$ cat src/rtl/debounce_pkg.sv
// Shared types and helpers for the debounce bank.
package debounce_pkg;

  typedef enum logic [1:0] {
    S_LOW  = 2'd0,
    S_HIGH = 2'd1,
    S_HELD = 2'd2
  } ch_state_t;

  // Bits needed to hold values 0..max_val; never narrower than one bit.
  function automatic int cnt_w(input int max_val);
    return (max_val < 1) ? 1 : $clog2(max_val + 1);
  endfunction

endpackage

$ cat src/rtl/debounce_chan.sv
// One button channel: synchroniser, debouncer, edge pulses, long-press and auto-repeat.
module debounce_chan
  import debounce_pkg::*;
#(
  parameter int SYNC_STAGES  = 2,
  parameter int DB_COUNT     = 1_000_000,
  parameter int HOLD_COUNT   = 32_500_000,
  parameter int REPEAT_COUNT = 6_500_000
) (
  input  logic clock_in,
  input  logic reset_in,
  input  logic noisy_in,
  input  logic repeat_en,
  output logic clean_out,
  output logic rise_out,
  output logic fall_out,
  output logic hold_out,
  output logic repeat_out
);

  localparam int DB_W  = cnt_w(DB_COUNT);
  localparam int HLD_W = cnt_w(HOLD_COUNT);
  localparam int REP_W = cnt_w(REPEAT_COUNT);
  localparam logic [DB_W-1:0]  DB_MAX  = DB_W'(DB_COUNT - 1);
  localparam logic [HLD_W-1:0] HLD_MAX = HLD_W'(HOLD_COUNT - 1);
  localparam logic [REP_W-1:0] REP_MAX = REP_W'(REPEAT_COUNT - 1);

  logic [SYNC_STAGES-1:0] sync_q;
  logic                   s;
  logic                   cand;
  logic [DB_W-1:0]        db_cnt;
  logic [HLD_W-1:0]       hold_cnt;
  logic [REP_W-1:0]       rep_cnt;
  ch_state_t              state;
  logic                   settle, rise_c, fall_c;

  assign s = sync_q[SYNC_STAGES-1];

  // Candidate has been stable long enough and differs from the current clean level.
  assign settle = (db_cnt == DB_MAX) && (cand == s) && (cand != clean_out);
  assign rise_c = settle & cand;
  assign fall_c = settle & ~cand;

  // Metastability synchroniser on the raw pin.
  always_ff @(posedge clock_in) begin
    if (reset_in) sync_q <= '0;
    else          sync_q <= {sync_q[SYNC_STAGES-2:0], noisy_in};
  end

  // Stability counter and clean level with registered edge pulses.
  always_ff @(posedge clock_in) begin
    if (reset_in) begin
      cand      <= 1'b0;
      db_cnt    <= '0;
      clean_out <= 1'b0;
      rise_out  <= 1'b0;
      fall_out  <= 1'b0;
    end else begin
      if (s != cand) begin
        cand   <= s;
        db_cnt <= '0;
      end else if (db_cnt != DB_MAX) begin
        db_cnt <= db_cnt + 1'b1;
      end
      if (settle) clean_out <= cand;
      rise_out <= rise_c;
      fall_out <= fall_c;
    end
  end

  // Press-duration FSM; a release always wins over hold/repeat in the same cycle.
  always_ff @(posedge clock_in) begin
    if (reset_in) begin
      state      <= S_LOW;
      hold_cnt   <= '0;
      rep_cnt    <= '0;
      hold_out   <= 1'b0;
      repeat_out <= 1'b0;
    end else begin
      hold_out   <= 1'b0;
      repeat_out <= 1'b0;
      case (state)
        S_LOW: begin
          if (rise_c) begin
            state    <= S_HIGH;
            hold_cnt <= '0;
          end
        end
        S_HIGH: begin
          if (fall_c) begin
            state <= S_LOW;
          end else if (hold_cnt == HLD_MAX) begin
            hold_out <= 1'b1;
            rep_cnt  <= '0;
            state    <= S_HELD;
          end else begin
            hold_cnt <= hold_cnt + 1'b1;
          end
        end
        S_HELD: begin
          if (fall_c) begin
            state <= S_LOW;
          end else if (rep_cnt == REP_MAX) begin
            // Cadence keeps running when repeat is disabled; only the pulse is masked.
            rep_cnt    <= '0;
            repeat_out <= repeat_en;
          end else begin
            rep_cnt <= rep_cnt + 1'b1;
          end
        end
        default: state <= S_LOW;
      endcase
    end
  end

endmodule

$ cat src/rtl/debounce_bank.sv
// Bank of independent debounce channels; pure wiring around debounce_chan.
module debounce_bank
  import debounce_pkg::*;
#(
  parameter int N_CH         = 8,
  parameter int SYNC_STAGES  = 2,
  parameter int DB_COUNT     = 1_000_000,
  parameter int HOLD_COUNT   = 32_500_000,
  parameter int REPEAT_COUNT = 6_500_000
) (
  input  logic            clock_in,
  input  logic            reset_in,
  input  logic [N_CH-1:0] noisy_in,
  input  logic [N_CH-1:0] repeat_en,
  output logic [N_CH-1:0] clean_out,
  output logic [N_CH-1:0] rise_out,
  output logic [N_CH-1:0] fall_out,
  output logic [N_CH-1:0] hold_out,
  output logic [N_CH-1:0] repeat_out
);

  for (genvar i = 0; i < N_CH; i++) begin : g_ch
    debounce_chan #(
      .SYNC_STAGES (SYNC_STAGES),
      .DB_COUNT    (DB_COUNT),
      .HOLD_COUNT  (HOLD_COUNT),
      .REPEAT_COUNT(REPEAT_COUNT)
    ) u_chan (
      .clock_in  (clock_in),
      .reset_in  (reset_in),
      .noisy_in  (noisy_in[i]),
      .repeat_en (repeat_en[i]),
      .clean_out (clean_out[i]),
      .rise_out  (rise_out[i]),
      .fall_out  (fall_out[i]),
      .hold_out  (hold_out[i]),
      .repeat_out(repeat_out[i])
    );
  end

endmodule
$ cat config.mk
export PLATFORM = sky130hd
export DESIGN_NAME = debounce_bank
export DESIGN_NICKNAME = d
export VERILOG_FILES = /design/src/rtl/debounce_pkg.sv /design/src/rtl/debounce_chan.sv /design/src/rtl/debounce_bank.sv
export SDC_FILE = /design/constraint.sdc
export NUM_CORES = 1
export LEC_CHECK = 0
export ABC_AREA = 1
export ABC_CLOCK_PERIOD_IN_PS = 2500
export BUFFER_PORTS_ARGS = -buffer_cell sky130_fd_sc_hd__buf_4
export CELL_PAD_IN_SITES_DETAIL_PLACEMENT = 1
export CELL_PAD_IN_SITES_GLOBAL_PLACEMENT = 1
export CORE_MARGIN = 2
export CORE_UTILIZATION = 45
export CTS_CLUSTER_SIZE = 14
export DETAILED_ROUTE_END_ITERATION = 12
export PLACE_DENSITY_LB_ADDON = 0.1
export RECOVER_POWER = 50
export SYNTH_ARGS = -nofsm -noshare
export SYNTH_HDL_FRONTEND = slang
export SYNTH_HIERARCHICAL = 1
export SYNTH_SLANG_ARGS = --single-unit
$ cat constraint.sdc
create_clock -name clock_in -period 2.5 [get_ports clock_in]
set_clock_uncertainty 0.05 [all_clocks]
set_input_delay 0.125 -clock clock_in [delete_from_list [all_inputs] [get_ports clock_in]]
set_output_delay 0.125 -clock clock_in [all_outputs]
set_load 0.005 [all_outputs]
==> impl_metrics.json <==
{
  "dp_slack_ps": 176.4,
  "grt.overflow.total": 0,
  "power-per-cell-area_mw_per_mm2": 521.4,
  "initial_antenna_violation_count": 2,
  "critical-path-slowest-cell": "dfxtp_1",
  "mappedNetlistNets": 6430,
  "hold_path.startpoint": "noisy_in[4]",
  "synth.ff_latch_count": 624,
  "core_area_mm2": 0.08528,
  "total_leakage_power_uw": 0.01471,
  "area.growth.synth_to_final_pct": 10.79,
  "post-route-drc-count": 0,
  "grt_pass1_vias": 41370,
  "worstPathMaxFanout": 18,
  "timing_max_transition_violations_final": 0,
  "detailed_place_hpwl_um": 84160,
  "first_pass_iters": 7,
  "worst_r2r_startpoint": "g_ch[4].u_chan/db_cnt[0]",
  "power.share.combinational_pct": 2.1,
  "die_h_um": 297.3,
  "cts_post_setup_buffers_inserted": 0,
  "critical_path_launch_point_type": "flop",
  "cts_made_buffers": 76,
  "fin_setup_tns_ps": 0,
  "run_status": "finished clean",
  "routabilityCongestion": 0.9021,
  "yosys_warnings": 6,
  "post-synth-top-area-fraction_pct": 32.26,
  "reg2reg_slack_ps": 190,
  "finalSetupViolations": 0,
  "end_point_of_the_worst_hold_path": "g_ch[4].u_chan/sync_q[0]",
  "drt_iter0_drc": 2059,
  "io_pins": 58,
  "synthDominantAreaCellType": "dfxtp_1",
  "worst_hold_path.num_cells": 4,
  "synth.avg_cell_area_um2": 6.061,
  "route.final.wire_length_um": 116700,
  "num_rows": 107,
  "category_of_cells_accounting_for_the_largest_share_of_critical_path_delay": "simple AND/OR/NAND/NOR gates",
  "critical_path.n_buffers_inverters": 2,
  "first_pass_grt_wire_length_um": 200200,
  "synthesis.instances": 6388,
  "p_clk_share_pct": 53.1,
  "hold_class": "in2reg",
  "htreeDepth": 3,
  "required_ps": 2980,
  "numClockSinks": 624,
  "cpPeakStageDelay_ps": 370,
  "power.sequential.fraction_pct": 44.9,
  "cp-end-kind": "flop",
  "power.net_switching_uw": 4857,
  "ys_types": 40,
  "timing.max_cap.violations": 0,
  "worst_slew_margin_rel_pct": 22.14,
  "p_int_uw": 17510,
  "cp_cell_sequence": "ha_1 > nand3_2 > inv_2 > nand3_1 > nor2_1 > nand3_2 > clkbuf_2 > nand3_1 > nand2_1 > nand2_1 > nor2_1",
  "finalHoldViolCount": 0,
  "port_buffers": 57,
  "post_route_cells_drive_above_1_share_pct": 6.204,
  "synth_sequential_area_ratio_pct": 32.26,
  "die-width_um": 297.3,
  "least_margin_pin_slew_ps": 1168,
  "ws_path_type": "reg2reg",
  "num-nets-final": 6481,
  "r2r_end": "g_ch[4].u_chan/rep_cnt[10]",
  "mostFrequentLayoutCells": "1623 x nand2_1, 1281 x nor2_1, 706 x nand3_1, 624 x dfxtp_1, 575 x inv_1",
  "grt_setup_unrepaired": "no",
  "detailroute.via_count": 41130,
  "achievable-frequency_mhz": 433.1,
  "max-clock-path-buffers": 3,
  "clk-insertion-delay-late_ps": 640,
  "power_switching_share_pct": 21.72,
  "clkTransAtPathRegs_ps": 60,
  "synth_top_cells_by_area": "dfxtp_1 32%, nand2_1 16%, nor2_1 12%",
  "most_frequent_standard_cell_in_the_layout_excluding_fill_and_tap_cells": "nand2_1",
  "post-route-period-util_pct": 92.35,
  "fin_crit_ps": 2309,
  "design.die.area_mm2": 0.08841,
  "grt_start_max_net_pins": 86,
  "timing.critical_path.arrival_ps": 2790,
  "grt_usage_pct": 25.99,
  "clock-root-buffer": "clkbuf_16",
  "rr_worst_depth": 11,
  "power.ir.vdd_worst_mv": 0.5069,
  "post_drt_wl_per_cell_um": 15.27,
  "vias_per_inst": 5.383,
  "final.setup.worst_slack_ps": 191.3,
  "post_synthesis_cell_area_mm2": 0.03872,
  "antenna_left": 0,
  "total_power_uw": 22370,
  "tritoncts_clock_tree": "yes",
  "start_util_pct": 45.40
}
==> sequential cells by signal, indices dropped and copies added, names as in the netlist <==
register / count
g_ch.u_chan/state: 16
g_ch.u_chan/hold_cnt: 200
g_ch.u_chan/cand: 8
g_ch.u_chan/fall_out: 8
g_ch.u_chan/sync_q: 16
g_ch.u_chan/repeat_out: 8
g_ch.u_chan/hold_out: 8
g_ch.u_chan/clean_out: 8
g_ch.u_chan/rep_cnt: 184
g_ch.u_chan/db_cnt: 160
g_ch.u_chan/rise_out: 8
==> worst min-delay path: cells and delay by family <==
kind,cells,cell delay (ps)
buffers and inverters,3,650
AND/OR/NAND/NOR,1,60
==> worst max-delay path by stage <==
stage	cells after the start	to	from
after floorplan	12	g_ch[0].u_chan/hold_cnt[17]	g_ch[0].u_chan/hold_cnt[0]
after global placement	12	g_ch[6].u_chan/rep_cnt[0]	g_ch[6].u_chan/hold_cnt[0]
after detailed placement	11	g_ch[6].u_chan/rep_cnt[15]	g_ch[6].u_chan/hold_cnt[0]
after CTS	11	g_ch[5].u_chan/rep_cnt[5]	g_ch[5].u_chan/hold_cnt[0]
after global routing	12	g_ch[3].u_chan/rep_cnt[0]	g_ch[3].u_chan/hold_cnt[0]
final	11	g_ch[4].u_chan/rep_cnt[10]	g_ch[4].u_chan/db_cnt[0]
==> cell families (layout without fill, tap and decap cells) <==
family	after synthesis	count (layout)	synth area share [%]
other	0	1	0
buffers and inverters	802	910	8.773
AOI/OAI and AO/OA	758	758	10.36
and+or+nand+nor	4075	4075	45.45
xor gates and xnor gates	105	105	2.375
adders and majority gates	24	24	0.7755
DFF	624	624	32.26
==> layout make-up <==
class	count	area, um2
Antenna cell	1	2.502
Clock buffer	111	2300
Clock inverter	24	372.9
Fill cell	11970	42380
Inverter	600	2261
Multi-Input combinational cell	4962	22740
Sequential cell	624	12490
Tap cell	1144	1431
Timing Repair Buffer	175	1294
==> Yosys cell counts <==
cell and instances:
o21bai_1 25, nand2_1 1624, o21ai_1 15, xor2_1 89, ha_1 24, a31oi_1 7, nand3_1 695, nor2_2 1
a21o_1 16, nor3_2 7, or3_1 7, nand4_2 7, o21a_1 16, inv_2 30, nor3_1 69, nand2_4 15
nor3b_1 24, nor2_1 1279, o211ai_1 7, buf_1 8, and3_1 7, nor2_4 16, buf_2 46, xnor2_1 16
nand2_2 11, buf_4 17, a21oi_1 490, nand4_1 236, or2_2 45, buf_6 34, nand3b_1 8, nand3_2 16
and2_1 8, a211oi_1 8, clkbuf_2 8, a21oi_2 8, inv_1 570, dfxtp_1 624, clkbuf_1 89, o21ai_0 166
==> metrics by stage <==
stage / cell area (um2) / hold WS (ps) / util (%) / cells
final: 42900 / 183.1 / 50.30 / 7641
after global routing: 42890 / 188.3 / 50.30 / 7640
after CTS: 43070 / 139.9 / 50.51 / 7640
after detailed placement: 40210 / 286.3 / 47.15 / 7486
after global placement: 40210 / 279.0 / 47.15 / 7486
after floorplan: 38720 / 182.0 / - / 6388
==> power groups by stage <==
| stage | Sequential (uW) | Combinational [uW] | Clock [uW] |
|---|---|---|---|
| global route | 10000 | 522 | 12500 |
| global placement | 10300 | 428 | 0 |
| finish | 10000 | 460 | 11900 |
| floorplan | 10200 | 299 | 0 |
| detailed placement | 10300 | 446 | 0 |
| CTS | 10000 | 473 | 12200 |
==> per-layer routing <==
layer  wire length [um]  GRT usage [%]
met5                 13              0
met4               2529          6.686
met3               2993          2.732
met2              56170          45.87
met1              54990          33.71
==> timing repair <==
item                                   4_1_cts  5_1_grt
gates resized for setup                      0       12
hold buffers                                19        0
setup endpoints to repair                    0       66
endpoints found under the hold margin       54        0
(Power assumes the default switching activity.)
